==> config.mk <==
export PLATFORM = sky130hd
export DESIGN_NAME = h80_uart_tx_arbiter_flat
export DESIGN_NICKNAME = d
export VERILOG_FILES = /design/src/rtl/h80_uart_tx_arbiter_if.sv /design/src/rtl/h80_uart_tx_arbiter.sv /design/src/flat_wrapper.sv
export SDC_FILE = /design/constraint.sdc
export NUM_CORES = 1
export LEC_CHECK = 0
export ABC_AREA = 1
export BUFFER_PORTS_ARGS = -buffer_cell sky130_fd_sc_hd__buf_2
export CORE_UTILIZATION = 58
export CTS_CLUSTER_DIAMETER = 80
export DETAILED_ROUTE_END_ITERATION = 6
export HOLD_SLACK_MARGIN = 0.06
export PLACE_DENSITY = 0.83
export SLEW_MARGIN = 0
export SYNTH_ARGS = -nofsm -noshare
export SYNTH_HDL_FRONTEND = slang
export SYNTH_SLANG_ARGS = --single-unit
==> constraint.sdc <==
create_clock -name clk -period 2.5 [get_ports clk]
set_input_delay 0.125 -clock clk [delete_from_list [all_inputs] [get_ports clk]]
set_output_delay 0.125 -clock clk [all_outputs]
set_load 0.01 [all_outputs]
==> src/rtl/h80_uart_tx_arbiter_if.sv <==
// Byte-stream requester bus plus UART transmitter handshake shared by h80_uart_tx_arbiter.
// Requesters: byte i moves when req_valid[i] && req_ready[i] on a clock edge; ready is combinational
// and one-hot, and valid may drop at any time without losing a byte. UART: tx_en holds tx_data
// until tx_busy is sampled high, and the next byte waits until tx_busy is sampled low again.
interface h80_uart_tx_arbiter_if #(
  parameter int NUM_REQ = 2
);
  logic [NUM_REQ-1:0]   req_valid;
  logic [8*NUM_REQ-1:0] req_data;
  logic [NUM_REQ-1:0]   req_last;
  logic [NUM_REQ-1:0]   req_ready;
  logic [7:0]           tx_data;
  logic                 tx_en;
  logic                 tx_busy;

  modport slave (
    input  req_valid, req_data, req_last, tx_busy,
    output req_ready, tx_data, tx_en
  );

  modport master (
    output req_valid, req_data, req_last, tx_busy,
    input  req_ready, tx_data, tx_en
  );
endinterface

==> src/rtl/h80_uart_tx_arbiter.sv <==
// Round-robin, packet-locked arbiter sharing one UART transmitter among NUM_REQ byte streams.
// Optional H80_UART_ARB_STATS_EN adds per-requester captured-byte counters on byte_cnt.
module h80_uart_tx_arbiter #(
  parameter int NUM_REQ      = 2,
  parameter int ACK_TIMEOUT  = 255,
  parameter int LOCK_TIMEOUT = 4095
) (
  input  logic                    clk,
  input  logic                    reset_n,
  h80_uart_tx_arbiter_if.slave    bus,
  output logic [1:0]              grant_id,
  output logic                    locked,
  output logic                    ack_err,
  output logic [1:0]              dbg_state
`ifdef H80_UART_ARB_STATS_EN
  ,
  output logic [16*NUM_REQ-1:0]   byte_cnt
`endif
);

  localparam int ACK_W  = $clog2(ACK_TIMEOUT + 1);
  localparam int LOCK_W = $clog2(LOCK_TIMEOUT + 1);

  typedef enum logic [1:0] {
    S_IDLE      = 2'd0,
    S_WAIT_ACK  = 2'd1,
    S_WAIT_DONE = 2'd2
  } state_t;

  state_t              r_state, w_state_nxt;
  logic [7:0]          r_tx_data, w_tx_data_nxt;
  logic                r_tx_en, w_tx_en_nxt;
  logic [1:0]          r_grant, w_grant_nxt;
  logic                r_locked, w_locked_nxt;
  logic                r_ack_err, w_ack_err_nxt;
  logic [ACK_W-1:0]    r_ack_cnt, w_ack_cnt_nxt, w_ack_inc;
  logic [LOCK_W-1:0]   r_stall_cnt, w_stall_cnt_nxt;

  logic [3:0]          w_valid4, w_last4, w_ready4;
  logic [31:0]         w_data4;
  logic [1:0]          w_pick, w_idx;
  logic                w_pick_valid;
  logic                w_capture;

  // Widen the request bus to four lanes so a 2-bit grant can index it directly.
  always_comb begin
    w_valid4 = '0;
    w_last4  = '0;
    w_data4  = '0;
    w_valid4[NUM_REQ-1:0]   = bus.req_valid;
    w_last4[NUM_REQ-1:0]    = bus.req_last;
    w_data4[8*NUM_REQ-1:0]  = bus.req_data;
  end

  // Locked: only the holder may send. Unlocked: nearest valid requester after the last grant.
  always_comb begin
    w_pick       = r_grant;
    w_pick_valid = 1'b0;
    w_idx        = r_grant;
    if (r_locked) begin
      w_pick_valid = w_valid4[r_grant];
    end else begin
      for (int k = NUM_REQ; k >= 1; k--) begin
        w_idx = 2'((int'(r_grant) + k) % NUM_REQ);
        if (w_valid4[w_idx]) begin
          w_pick       = w_idx;
          w_pick_valid = 1'b1;
        end
      end
    end
  end

  assign w_ack_inc = (r_ack_cnt == ACK_W'(ACK_TIMEOUT)) ? r_ack_cnt : r_ack_cnt + 1'b1;

  always_comb begin
    w_state_nxt     = r_state;
    w_tx_data_nxt   = r_tx_data;
    w_tx_en_nxt     = r_tx_en;
    w_grant_nxt     = r_grant;
    w_locked_nxt    = r_locked;
    w_ack_err_nxt   = r_ack_err;
    w_ack_cnt_nxt   = r_ack_cnt;
    w_stall_cnt_nxt = r_stall_cnt;
    w_ready4        = '0;
    w_capture       = 1'b0;
    case (r_state)
      S_IDLE: begin
        if (!bus.tx_busy && w_pick_valid) begin
          w_capture          = 1'b1;
          w_ready4[w_pick]   = 1'b1;
          w_tx_data_nxt      = w_data4[{w_pick, 3'b000} +: 8];
          w_tx_en_nxt        = 1'b1;
          w_grant_nxt        = w_pick;
          w_locked_nxt       = ~w_last4[w_pick];
          w_ack_cnt_nxt      = '0;
          w_stall_cnt_nxt    = '0;
          w_state_nxt        = S_WAIT_ACK;
        end else if (r_locked && !w_valid4[r_grant]) begin
          if (r_stall_cnt != LOCK_W'(LOCK_TIMEOUT)) begin
            w_stall_cnt_nxt = r_stall_cnt + 1'b1;
          end
          if (w_stall_cnt_nxt == LOCK_W'(LOCK_TIMEOUT)) begin
            w_locked_nxt = 1'b0;
          end
        end
      end
      S_WAIT_ACK: begin
        if (bus.tx_busy) begin
          w_tx_en_nxt = 1'b0;
          w_state_nxt = S_WAIT_DONE;
        end else begin
          w_ack_cnt_nxt = w_ack_inc;
          // The UART never answered: drop the byte and free the link for others.
          if (w_ack_inc == ACK_W'(ACK_TIMEOUT)) begin
            w_tx_en_nxt   = 1'b0;
            w_ack_err_nxt = 1'b1;
            w_locked_nxt  = 1'b0;
            w_state_nxt   = S_IDLE;
          end
        end
      end
      S_WAIT_DONE: begin
        if (!bus.tx_busy) begin
          w_state_nxt = S_IDLE;
        end
      end
      default: begin
        w_state_nxt = S_IDLE;
      end
    endcase
  end

  always_ff @(posedge clk or negedge reset_n) begin
    if (!reset_n) begin
      r_state     <= S_IDLE;
      r_tx_data   <= '0;
      r_tx_en     <= 1'b0;
      r_grant     <= 2'(NUM_REQ - 1);
      r_locked    <= 1'b0;
      r_ack_err   <= 1'b0;
      r_ack_cnt   <= '0;
      r_stall_cnt <= '0;
    end else begin
      r_state     <= w_state_nxt;
      r_tx_data   <= w_tx_data_nxt;
      r_tx_en     <= w_tx_en_nxt;
      r_grant     <= w_grant_nxt;
      r_locked    <= w_locked_nxt;
      r_ack_err   <= w_ack_err_nxt;
      r_ack_cnt   <= w_ack_cnt_nxt;
      r_stall_cnt <= w_stall_cnt_nxt;
    end
  end

  assign bus.req_ready = w_ready4[NUM_REQ-1:0];
  assign bus.tx_data   = r_tx_data;
  assign bus.tx_en     = r_tx_en;
  assign grant_id      = r_grant;
  assign locked        = r_locked;
  assign ack_err       = r_ack_err;
  assign dbg_state     = r_state;

`ifdef H80_UART_ARB_STATS_EN
  logic [15:0] r_byte_cnt [NUM_REQ];

  // Counted at capture, so bytes later dropped on an ack timeout are included.
  always_ff @(posedge clk or negedge reset_n) begin
    if (!reset_n) begin
      for (int i = 0; i < NUM_REQ; i++) begin
        r_byte_cnt[i] <= '0;
      end
    end else begin
      for (int i = 0; i < NUM_REQ; i++) begin
        if (w_capture && (w_pick == 2'(i)) && (r_byte_cnt[i] != 16'hFFFF)) begin
          r_byte_cnt[i] <= r_byte_cnt[i] + 16'd1;
        end
      end
    end
  end

  for (genvar g = 0; g < NUM_REQ; g++) begin : g_cnt
    assign byte_cnt[16*g +: 16] = r_byte_cnt[g];
  end
`endif

endmodule

==> src/flat_wrapper.sv <==
// flat-port wrapper written by rule: the top's interface ports become plain ports
module h80_uart_tx_arbiter_flat 
#(
  parameter int NUM_REQ      = 2,
  parameter int ACK_TIMEOUT  = 255,
  parameter int LOCK_TIMEOUT = 4095
)
  (clk, reset_n, grant_id, locked, ack_err, dbg_state, bus_req_valid, bus_req_data, bus_req_last, bus_tx_busy, bus_req_ready, bus_tx_data, bus_tx_en);
  h80_uart_tx_arbiter_if #(.NUM_REQ(NUM_REQ)) bus_i ();
  input  logic clk;
  input  logic reset_n;
  output logic [1:0] grant_id;
  output logic locked;
  output logic ack_err;
  output logic [1:0] dbg_state;
  input wire logic [$bits(bus_i.req_valid)-1:0] bus_req_valid;
  input wire logic [$bits(bus_i.req_data)-1:0] bus_req_data;
  input wire logic [$bits(bus_i.req_last)-1:0] bus_req_last;
  input wire logic [$bits(bus_i.tx_busy)-1:0] bus_tx_busy;
  output wire logic [$bits(bus_i.req_ready)-1:0] bus_req_ready;
  output wire logic [$bits(bus_i.tx_data)-1:0] bus_tx_data;
  output wire logic [$bits(bus_i.tx_en)-1:0] bus_tx_en;
  assign bus_i.req_valid = bus_req_valid;
  assign bus_i.req_data = bus_req_data;
  assign bus_i.req_last = bus_req_last;
  assign bus_i.tx_busy = bus_tx_busy;
  assign bus_req_ready = bus_i.req_ready;
  assign bus_tx_data = bus_i.tx_data;
  assign bus_tx_en = bus_i.tx_en;
  h80_uart_tx_arbiter #(.NUM_REQ(NUM_REQ), .ACK_TIMEOUT(ACK_TIMEOUT), .LOCK_TIMEOUT(LOCK_TIMEOUT)) u_core (.clk(clk), .reset_n(reset_n), .bus(bus_i), .grant_id(grant_id), .locked(locked), .ack_err(ack_err), .dbg_state(dbg_state));
endmodule
==> out/results.ini <==
[status]
status = finished clean

[finish]
multi_input_area_um2 = 1140
area_growth_pct = 22.6
drive_above_1_share_pct = 19.3
final_nets = 398
seqCellArea_um2 = 877
filler_cell_count = 252
antenna_cells = 0

[die]
core-area_um2 = 3470
die_w_um = 63.3
die_h_um = 63.3
initial_core_util_pct = 62.8
ios = 40
fp.dieArea_um2 = 4010
rows = 21

[sta]
final_max_slew_viol_count = 0
setup_viol = 0
rsz0062_at_grt = no
relSlewSlack_pct = 47.8
clock-skew-final_ns = 0.0115
fmax_ghz = 0.429
worst_slew_pin_slew_ns = 0.784
holdWs_ns = 0.0575
fin_crit_sh_pct = 93.2
fin_setup_tns_ns = 0
hold_viol = 0
period_minus_slack_ns = 2.33

[logic_synthesis]
synthCells = 315
syn_nets = 340
netlist-cell-type-count = 30
syn_area_per_cell_um2 = 6.92
synthFlopType = dfrtp_1
synth_top_area_share_pct = 39.0
yosysWarnings = 0
synth.largest_area_cell = dfrtp_1
post-synth-top-count-cell = nand2_1
yosys_register_bits = 35
ys_seq_area_share_pct = 40.2
synthesis.area_um2 = 2180
ys_async_sr_fraction_pct = 100
synth-edff-count = 0
synthTopCellsByCount = 127 x nand2_1, 34 x dfrtp_1, 33 x inv_1
synth.area.top_cells = dfrtp_1 39%, nand2_1 22%, nand3_1 6.9%, inv_1 5.7%, o21ai_0 4.8%

[critical_path]
worst-path-max-fanout = 14
worstSetupPathType = flop to flop
required_ns = 2.68
r2r_slack_ns = 0.17
end_kind = flop
cp-start-kind = flop
crit_arrival_ns = 2.51

[placement]
hpwl_um = 3590
place_congestion = 0.883
io_buffers = 39

[clock_network]
clk_pin_slew_ns = 0.08
cts_root_buf = clkbuf_8
clock_latency_ns = 0.30
cts_buffers = 5
h-tree-depth = 2
post-cts-setup-buffers = 0
cts_tree = done
cts_buffer_depth = 2
cts.sinks = 35

[routing]
avgRoutedWirePerCell_um = 13.4
highest_layer = met4
wl_met2_um = 2760
drc = 0
wl_met3_um = 359
vias = 2268
ant_nets = 0
routed_via_density = 5.40
routed_wl_um = 5630
wl_met1_um = 2380
drtIter0Drc = 154
dr.pass1.iters = 4

[grt]
grtUsageTotal_pct = 30.9
grt_pass1_wl_um = 9690
grt_pass1_vias = 2254
antenna_found_initial = 0
grt_start_max_net_pins = 36
grt-ovfl-total = 0

[worst_hold_path]
hp-class = input port to flop

[power]
leakage_nw = 1.34
ir_drop_mv = 0.556
p_per_area_nw_per_um2 = 821

[flow_run]
drv_cap = 0

## state kept, by name, summed over array words and instances (netlist names)
signal,count
u_core.bus.tx_en,1
u_core.ack_err,1
u_core.locked,1
u_core.dbg_state,2
u_core.r_ack_cnt,8
u_core.r_stall_cnt,12
u_core.bus.tx_data,8
u_core.grant_id,2
## where the power goes
part           internal (mW)  total [mW]  leakage, nW  switching (mW)
Combinational          0.351       0.891        0.821           0.540
Clock                  0.251       0.474       0.0505           0.223
Sequential             0.701       0.828        0.467           0.126
Total                   1.30        2.19         1.34           0.890
## critical path, cell delays in order, from the launching register on
cell	delay (ns)
dfstp_2	0.59
nand2_1	0.08
o21ai_1	0.07
a21oi_1	0.10
inv_1	0.09
nand2_1	0.08
nor2_2	0.18
inv_1	0.10
buf_4	0.20
nand2_1	0.07
nand3_1	0.08
dlygate4sd3_1	0.57
## cells in the final DEF (no fill, tap or decap), types with 3 or more instances in the layout
cell type | Yosys | final
clkbuf_8 | 0 | 7
nand2_1 | 127 | 127
clkinvlp_4 | 0 | 3
inv_1 | 33 | 33
o21ai_1 | 4 | 4
dfrtp_1 | 34 | 34
nor2_1 | 22 | 21
dlygate4sd3_1 | 0 | 13
nor2_4 | 6 | 6
nand3_1 | 30 | 30
nand4_1 | 7 | 7
nand2_2 | 3 | 3
o21ai_0 | 21 | 21
a21oi_1 | 4 | 4
buf_2 | 1 | 39
## through the flow
stage          utilization (%)  power, mW  cells  cell area, µm²  setup slack (ns)
2_1_floorplan                -       1.31    315            2180             0.801
3_3_place_gp              70.0       1.56    399            2430             0.545
3_5_place_dp              70.0       1.59    399            2430             0.516
4_1_cts                   76.7       2.14    420            2660             0.224
5_1_grt                   77.0       2.33    420            2670            0.0133
6_report                  77.0       2.19    420            2670             0.169
## cell type report
| cell class | count | area share [%] |
|---|---|---|
| Multi-Input combinational cell | 239 | 42.8 |
| Sequential cell | 35 | 32.8 |
| Timing Repair Buffer | 54 | 12.7 |
| Inverter | 38 | 5.62 |
| Clock buffer | 7 | 3.61 |
| Tap cell | 46 | 2.15 |
| Clock inverter | 1 | 0.281 |
## repair_timing
action	CTS	global route
hold buffers	13	0
resized for setup	0	3
setup endpoints to repair	0	5
hold endpoints to repair	41	0
## routing by layer
| metal | vias up | global-route usage, % |
|---|---|---|
| li1 | 1126 | - |
| met1 | 1042 | 37.0 |
| met2 | 87 | 53.9 |
| met3 | 13 | 6.70 |
| met4 | 0 | 11.9 |
| met5 | - | 0 |
## path summary, 6_finish.rpt
check | depth (start not counted) | from | endpoint
worst max-delay path | 11 | u_core.grant_id[0]$_DFFE_PN1P_ | u_core.bus.tx_data[0]$_DFFE_PN0P_
worst min-delay path | 3 | bus_req_data[2] | u_core.bus.tx_data[2]$_DFFE_PN0P_
worst max register to register | 11 | u_core.grant_id[0]$_DFFE_PN1P_ | u_core.bus.tx_data[0]$_DFFE_PN0P_
worst min register to register | 2 | u_core.bus.tx_en$_DFFE_PN0P_ | u_core.bus.tx_en$_DFFE_PN0P_
max in group asynchronous | 2 | reset_n | u_core.r_stall_cnt[11]$_DFFE_PN0P_
min in group asynchronous | 2 | reset_n | u_core.r_stall_cnt[9]$_DFFE_PN0P_
## cell families (layout without fill, tap and decap cells)
kind of cell               Yosys count  in the layout  share of synthesized area, %
and+or+nand+nor                    200            200                          41.0
buffers and inverters               41            100                          7.46
xor gates and xnor gates             2              2                         0.804
adders and majority gates            2              2                          1.15
AOI/OAI and AO/OA                   35             35                          9.36
DFF                                 35             35                          40.2
No activity file was read; power rests on OpenSTA's default activity.
